--- src/rtl/usb_pkt_pkg.sv ---
// Shared constants for the USB sample packet framer: state encoding, sync bytes,
// CRC-8 polynomial, and a bytewise CRC-8 helper.
package usb_pkt_pkg;

  localparam logic [2:0] ST_IDLE   = 3'd0;
  localparam logic [2:0] ST_SYNC0  = 3'd1;
  localparam logic [2:0] ST_SYNC1  = 3'd2;
  localparam logic [2:0] ST_SEQ    = 3'd3;
  localparam logic [2:0] ST_LEN    = 3'd4;
  localparam logic [2:0] ST_PAY_HI = 3'd5;
  localparam logic [2:0] ST_PAY_LO = 3'd6;
  localparam logic [2:0] ST_CHK    = 3'd7;

  localparam logic [7:0] SYNC0_DEFAULT = 8'hA5;
  localparam logic [7:0] SYNC1_DEFAULT = 8'h5A;

  localparam logic [7:0] CRC8_POLY = 8'h07;

  localparam int HDR_BYTES = 4;
  localparam int TRL_BYTES = 1;

  // One full byte of MSB-first CRC-8 (init and final XOR handled by the caller).
  function automatic logic [7:0] crc8_byte(input logic [7:0] crc, input logic [7:0] din);
    logic [7:0] c;
    c = crc ^ din;
    for (int i = 0; i < 8; i++) begin
      c = c[7] ? ({c[6:0], 1'b0} ^ CRC8_POLY) : {c[6:0], 1'b0};
    end
    return c;
  endfunction

endpackage

--- src/rtl/usb_pkt_chk8.sv ---
// Packet check-byte accumulator: plain XOR by default, CRC-8 (poly 0x07, init 0)
// when USB_PKT_CRC8_EN is defined.
module usb_pkt_chk8
  import usb_pkt_pkg::*;
(
  input  logic       usb_clk_60m,
  input  logic       rst,
  input  logic       clear,
  input  logic       en,
  input  logic [7:0] din,
  output logic [7:0] chk
);

  logic [7:0] acc_reg;
  logic [7:0] acc_next;

`ifdef USB_PKT_CRC8_EN
  assign acc_next = crc8_byte(acc_reg, din);
`else
  assign acc_next = acc_reg ^ din;
`endif

  always_ff @(posedge usb_clk_60m or posedge rst) begin
    if (rst) begin
      acc_reg <= 8'h00;
    end else if (clear) begin
      acc_reg <= 8'h00;
    end else if (en) begin
      acc_reg <= acc_next;
    end
  end

  assign chk = acc_reg;

endmodule

--- src/rtl/usb_pkt_framer.sv ---
// Frames a 16-bit sample stream into A5 5A SEQ LEN payload CHK byte packets for the
// FT232H transmit FIFO. Define USB_PKT_CRC8_EN to make CHK a CRC-8 instead of XOR.
module usb_pkt_framer
  import usb_pkt_pkg::*;
#(
  parameter int         SAMPLES_PER_PKT = 64,
  parameter logic [7:0] SYNC0           = SYNC0_DEFAULT,
  parameter logic [7:0] SYNC1           = SYNC1_DEFAULT
) (
  input  logic        usb_clk_60m,
  input  logic        rst,
  input  logic        pkt_enable,
  input  logic        sample_valid,
  input  logic [15:0] sample_data,
  output logic        sample_ready,
  input  logic        fifo_full,
  output logic        fifo_wr_en,
  output logic [7:0]  fifo_din,
  output logic        busy,
  output logic [7:0]  seq_num,
  output logic [15:0] pkt_count
);

  localparam logic [7:0] LEN_BYTE = 8'(SAMPLES_PER_PKT);

  logic [2:0]  state_reg;
  logic [7:0]  seq_reg;
  logic [15:0] count_reg;
  logic [7:0]  lo_reg;
  logic [7:0]  smp_cnt_reg;

  logic        wr_en;
  logic        ready;
  logic [7:0]  byte_sel;
  logic        start;
  logic        chk_en;
  logic [7:0]  chk;
  logic        last_sample;

  // Every write is gated by fifo_full, so a full FIFO simply freezes the state.
  always_comb begin
    wr_en    = 1'b0;
    ready    = 1'b0;
    byte_sel = 8'h00;
    case (state_reg)
      ST_SYNC0:  begin wr_en = !fifo_full; byte_sel = SYNC0;     end
      ST_SYNC1:  begin wr_en = !fifo_full; byte_sel = SYNC1;     end
      ST_SEQ:    begin wr_en = !fifo_full; byte_sel = seq_reg;   end
      ST_LEN:    begin wr_en = !fifo_full; byte_sel = LEN_BYTE;  end
      ST_PAY_HI: begin
        ready    = !fifo_full;
        wr_en    = sample_valid && !fifo_full;
        byte_sel = sample_data[15:8];
      end
      ST_PAY_LO: begin wr_en = !fifo_full; byte_sel = lo_reg;    end
      ST_CHK:    begin wr_en = !fifo_full; byte_sel = chk;       end
      default:   ;
    endcase
  end

  assign fifo_wr_en   = wr_en;
  assign fifo_din     = wr_en ? byte_sel : 8'h00;
  assign sample_ready = ready;
  assign busy         = (state_reg != ST_IDLE);
  assign seq_num      = seq_reg;
  assign pkt_count    = count_reg;

  assign start       = (state_reg == ST_IDLE) && pkt_enable && sample_valid;
  assign last_sample = ((smp_cnt_reg + 8'd1) == LEN_BYTE);
  // SYNC bytes and the check byte itself stay out of the accumulator.
  assign chk_en      = wr_en && ((state_reg == ST_SEQ) || (state_reg == ST_LEN) ||
                                 (state_reg == ST_PAY_HI) || (state_reg == ST_PAY_LO));

  usb_pkt_chk8 u_chk (
    .usb_clk_60m (usb_clk_60m),
    .rst         (rst),
    .clear       (start),
    .en          (chk_en),
    .din         (byte_sel),
    .chk         (chk)
  );

  always_ff @(posedge usb_clk_60m or posedge rst) begin
    if (rst) begin
      state_reg   <= ST_IDLE;
      seq_reg     <= 8'h00;
      count_reg   <= 16'h0000;
      lo_reg      <= 8'h00;
      smp_cnt_reg <= 8'h00;
    end else if (start) begin
      state_reg   <= ST_SYNC0;
      smp_cnt_reg <= 8'h00;
    end else if (wr_en) begin
      case (state_reg)
        ST_SYNC0:  state_reg <= ST_SYNC1;
        ST_SYNC1:  state_reg <= ST_SEQ;
        ST_SEQ:    state_reg <= ST_LEN;
        ST_LEN:    state_reg <= ST_PAY_HI;
        ST_PAY_HI: begin
          lo_reg    <= sample_data[7:0];
          state_reg <= ST_PAY_LO;
        end
        ST_PAY_LO: begin
          smp_cnt_reg <= smp_cnt_reg + 8'd1;
          state_reg   <= last_sample ? ST_CHK : ST_PAY_HI;
        end
        ST_CHK: begin
          seq_reg   <= seq_reg + 8'd1;
          count_reg <= count_reg + 16'd1;
          state_reg <= ST_IDLE;
        end
        default:   state_reg <= ST_IDLE;
      endcase
    end
  end

endmodule

--- config.mk ---
export PLATFORM = sky130hd
export DESIGN_NAME = usb_pkt_framer
export DESIGN_NICKNAME = d
export VERILOG_FILES = /design/src/rtl/usb_pkt_pkg.sv /design/src/rtl/usb_pkt_chk8.sv /design/src/rtl/usb_pkt_framer.sv
export SDC_FILE = /design/constraint.sdc
export NUM_CORES = 1
export LEC_CHECK = 0
export ABC_CLOCK_PERIOD_IN_PS = 2300
export BUFFER_PORTS_ARGS = -buffer_cell sky130_fd_sc_hd__buf_2
export CORE_MARGIN = 3
export CORE_UTILIZATION = 30
export DETAILED_ROUTE_END_ITERATION = 16
export HOLD_SLACK_MARGIN = 0.15
export SYNTH_ARGS = -nofsm -noshare
export SYNTH_HDL_FRONTEND = slang
export SYNTH_SLANG_ARGS = --single-unit
--- constraint.sdc ---
create_clock -name usb_clk_60m -period 2.3 [get_ports usb_clk_60m]
set_input_delay 0.115 -clock usb_clk_60m [delete_from_list [all_inputs] [get_ports usb_clk_60m]]
set_output_delay 0.115 -clock usb_clk_60m [all_outputs]
set_load 0.01 [all_outputs]
== Word level (Yosys, flattened, before mapping) ==
Cells that the tools add are included.
Word-level totals
  flip-flop bits (word level): 51
Cells by class
  add/subtract/negate cells: 3
  equality and inequality tests: 8
  multiplexer cells: 13
  bitwise gates (word level): 2
  reduce and logical (&&, ||, !) cells: 17
Operators with widths (number)
  case mux 8 bit (7 select lines): 1
  2-to-1 mux 8 bit: 6
  case mux 3 bit (6 select lines): 1
  adder 16 x 1 -> 16 bit, second input constant: 1
  adder 8 x 1 -> 8 bit, second input constant: 2
  == test 3 bit, second input constant: 4
  == test 8 x 7 -> 1 bit, second input constant: 1
  bitwise XOR 8 bit: 1
  == test 3 x 2 -> 1 bit, second input constant: 2
  2-to-1 mux 3 bit: 2
  AND reduction 3 bit: 2
  nonzero test 2 bit: 3
  OR reduction 6 bit: 1
  logical AND 1 bit: 4
  == test 3 x 1 -> 1 bit, second input constant: 1
  zero test 3 bit: 1
  logical OR 1 bit: 3
  nonzero test 3 bit: 1
  2-to-1 mux 2 bit: 1
  case mux 1 bit (2 select lines): 1
  AND reduction 2 bit: 1
  zero test 1 bit: 1
  2-to-1 mux 1 bit: 1
  NOT 1 bit: 1

== Logic depth before layout (Yosys ltp) ==
  depth after elaboration: 7
  mapped depth: 7
  depth with buffers taken out: 5

== Cells and area by module ==
A second synthesis with hierarchy kept.
Unflattened totals
  cells, all modules: 289
  area total of the unflattened synthesis: 2884.0 um^2
By module, submodules not included
  usb_pkt_framer: times used 1, cells an instance 253, area an instance 2473.6 um^2
  usb_pkt_chk8: times used 1, cells an instance 36, area an instance 410.4 um^2

== Worst setup path after synthesis ==
Ideal clock, no wire load.
  kind: register to register
  from: register state_reg[1]
  to: register lo_reg[0]
  setup time: 0.125 ns
  arrival time: 1.431 ns
  required time: 2.175 ns
  slack: 0.745 ns
  cell stages (with the launch flop): 6
  path through: dfrtp_1 -> buf_2 -> buf_4 -> nor3_2 -> nand2_2 -> mux2_2
Between the ends
  cells in the longest elaborated chain, start to end: 5
  elaborated cells between the ends (all ways): 14
  those cells by class: eq/ne: 7; mux: 1; bitwise: 1; reduce/logical: 5
Ends and longest elaborated chain
  start, declared: line usb_pkt_framer.sv:26  | logic [2:0] state_reg;
  start signal, assigned: line usb_pkt_framer.sv:105  | state_reg <= last_sample ? ST_CHK : ST_PAY_HI;
  parallel branches: the longest is 4 deep, another holds OR reduction 6 bit
  AND reduction 3 bit (no source line) (*)
  end signal, assigned: line usb_pkt_framer.sv:100  | lo_reg <= sample_data[7:0];
  end, declared: line usb_pkt_framer.sv:29  | logic [7:0] lo_reg;
Every way passes the cells marked *.
A chain may end at the register's enable or synchronous reset.

== Worst setup path after layout ==
  from: register state_reg[0]
  to: output port fifo_din[6]
Between the ends
  cells in the longest elaborated chain, start to end: 4
  elaborated cells between the ends (all ways): 11
  those cells by class: eq/ne: 7; mux: 3; reduce/logical: 1
Ends and longest elaborated chain
  == test 3 x 2 -> 1 bit (tied with other cells): line usb_pkt_framer.sv:45  | case (state_reg)
  OR reduction 6 bit (no source line)
  case mux 1 bit (2 select lines): line usb_pkt_framer.sv:45
  2-to-1 mux 8 bit (*): line usb_pkt_framer.sv:62  | assign fifo_din = wr_en ? byte_sel : 8'h00;
  end, declared: line usb_pkt_framer.sv:18  | output logic [7:0] fifo_din,
Every way passes the cells marked *; elsewhere a longest branch is shown, timed or not.

==> metrics <==
outcome finished, final reports clean; global-route wire length before repair 10900 um; largest net degree at the start of global routing 31; DR WL/cell 14.2 um; PD cells 978 mW/mm^2; Max Cap Viol 0; critical path class reg -> out; GRT Total Usage 13.1%; Port-buffer cells 55; Post-synth top cells dfrtp_1 (51), nand2_1 (25), nor2_1 (23); ant diodes 0; critical-path cell list buf_4, nor3_1, a311o_1, a211oi_1, buf_2; HP Start pkt_enable; clk sinks 51; Crit-path slowest cell dfrtp_1; startpoint types flip-flop; Max-Slew Margin vs Limit 66.5%; Setup Viol. Count Final 0; skew final 0.00465 ns; initial antenna violation count 0; clock power share 20.3%; #FFs+latches synth 51; switching part of the total 38.8%; DRT iter0 DRCs 131; I/O pins 56; share of cells above drive strength 1 27.4%; Starting Density 31.4%; sequential share of the synthesized area 45.8%; Pins Over Slew Limit 0; Main synth FF type dfrtp_1; Buf/Inv on CP 2; Avg Cell Area, Syn 9.89 um^2; Hold Crit Class in -> reg; gr ovfl total 0; cell family with most CP delay compound AO/OA/AOI/OAI gates; Core ar. 0.00889 mm^2; Post-synth EDFFs 0; Area growth, synth to finish 21.5%; chip height 102 um; Cell Rows 34; Net Count, Synth 307; synth top area cells dfrtp_1 (46%), xnor2_1 (5.0%), mux2_2 (4.4%); largest stage delay on the critical path 0.53 ns; clk slew on worst S/H paths 0.10 ns; Cell variety after synth 46; Yosys top cell by area dfrtp_1; power share of the combinational group 38.1%; CTS Root Cell clkbuf_8; Worst Setup End Kind output port; Syn Inst Count 282; DRC Markers 0; CP Max Fanout 15; via count 2363; via/cell ratio 5.19; overall power 3.31 mW; post-synth top area share 45.8%; Clock Tree Buf Depth 2; Worst-Skew Late Latency 0.31 ns; pre-CTS WS 0.436 ns; Die W 102 um; CTS buffer count 5; min Tclk post-route 2.08 ns; H-tree depth 2; RSZ-0062 raised after global routing no; crit path DAT 1.97 ns; Final WS setup 0.218 ns; cell with the most instances after synthesis dfrtp_1; DRT Pass-1 Iters 4; max FFs per register 16; CTS tree built; Internal Power 2.03 mW; HPWL after detailed placement 4690 um; Async SR Flop Fraction 100%; Setup TNS 0 ns; NumNets Final 371; Tightest Pin Transition 0.503 ns; Final ANT Viol Nets 0; DIE AREA 0.0105 mm^2; Total Routed Length 6460 um; Psw 1.29 mW; Synth warnings 0; gp weighted congestion 0.834; VDD IR max 0.000455 V; number of global-route vias before repair 2285; Final Hold Viols 0; fin crit share 90.5%; Pleak 1.61 nW; Max Clock Freq 480 MHz; Reg power frac 41.6%; worst r2r src state_reg[1]; Crit path required time 2.18 ns; crit path from state_reg[0]; Mapped Area 0.00279 mm^2
[metal layers]
| layer | global-route usage (%) | vias up | share of wire [%] |
|---|---|---|---|
| met2 | 20.7 | 68 | 48 |
| met4 | 4.04 | 0 | 2.1 |
| li1 | - | 1128 | - |
| met5 | 0 | - | 0 |
| met1 | 17.7 | 1156 | 45 |
| met3 | 3.14 | 11 | 5.3 |
[worst paths after layout]
| kind | to | slack [ns] | cells past startpoint |
|---|---|---|---|
| max | fifo_din[6] | 0.22 | 5 |
| min | state_reg[0] | 0.16 | 3 |
| max reg2reg | seq_num[5] | 0.50 | 6 |
| min reg2reg | pkt_count[15] | 0.48 | 1 |
| max in group asynchronous | state_reg[2] | 1.52 | 4 |
| min in group asynchronous | pkt_count[4] | 0.20 | 3 |
[worst min-delay path: cells and delay by family]
kind,cells,cell delay (ns)
compound gates,2,0.19
buf+inv,1,0.12
[power by group through the flow]
stage | clock (mW) | combinational, mW | sequential [mW]
6_report | 0.673 | 1.26 | 1.38
5_1_grt | 0.734 | 1.42 | 1.42
4_1_cts | 0.691 | 1.27 | 1.38
3_5_place_dp | 0 | 1.25 | 1.39
3_3_place_gp | 0 | 1.23 | 1.39
2_1_floorplan | 0 | 0.967 | 1.31
[cell usage in the layout (no fill, tap or decap), types with 5 or more instances in the layout]
cell type / synthesis / layout
nand4_1: 7 / 7
o21ai_0: 14 / 14
clkbuf_8: 0 / 6
o31ai_1: 9 / 9
buf_2: 7 / 55
inv_1: 10 / 9
dlygate4sd3_1: 0 / 9
and3_1: 6 / 6
nand2_1: 25 / 25
o211ai_1: 7 / 7
xor2_1: 10 / 10
mux2i_1: 6 / 6
dfrtp_1: 51 / 50
nor2b_1: 5 / 5
xnor2_1: 16 / 16
a31oi_1: 6 / 6
nor2_1: 23 / 23
nand3_1: 13 / 13
buf_4: 3 / 8
mux2_2: 11 / 11
[metrics by stage]
step / utilization [%] / instance area [um^2] / hold slack (ns) / cells
after floorplan: - / 2790 / 0.266 / 282
after global placement: 35.7 / 3180 / -0.0270 / 438
after detailed placement: 35.7 / 3180 / -0.0240 / 438
after CTS: 38.1 / 3390 / 0.151 / 455
after global routing: 38.1 / 3390 / 0.177 / 455
final: 38.1 / 3390 / 0.157 / 455
[cell families after synthesis]
kind of cell,synth area share (%)
XOR/XNOR,8.16
AO/OA/AOI/OAI,13.0
multiplexers,6.60
AND/OR/NAND/NOR,20.3
adder cells (fa/ha/maj),1.79
buffers and inverters,4.35
flip-flops,45.8
[repair_timing]
item	CTS	global route
setup endpoints to repair	0	1
endpoints found under the hold margin	59	0
hold buffers	9	0
resized for setup	0	1
setup buffers	0	0
[area by class of cell]
class	instances	area, um^2
inverters	10	37.5
fillers	897	5500
well taps	108	135
multi-input cells	206	1390
repair buffers	72	425
flip-flops and latches	51	1280
clock buffers	6	82.6
clock inverters	2	38.8
No activity file was read; power rests on OpenSTA's default activity.
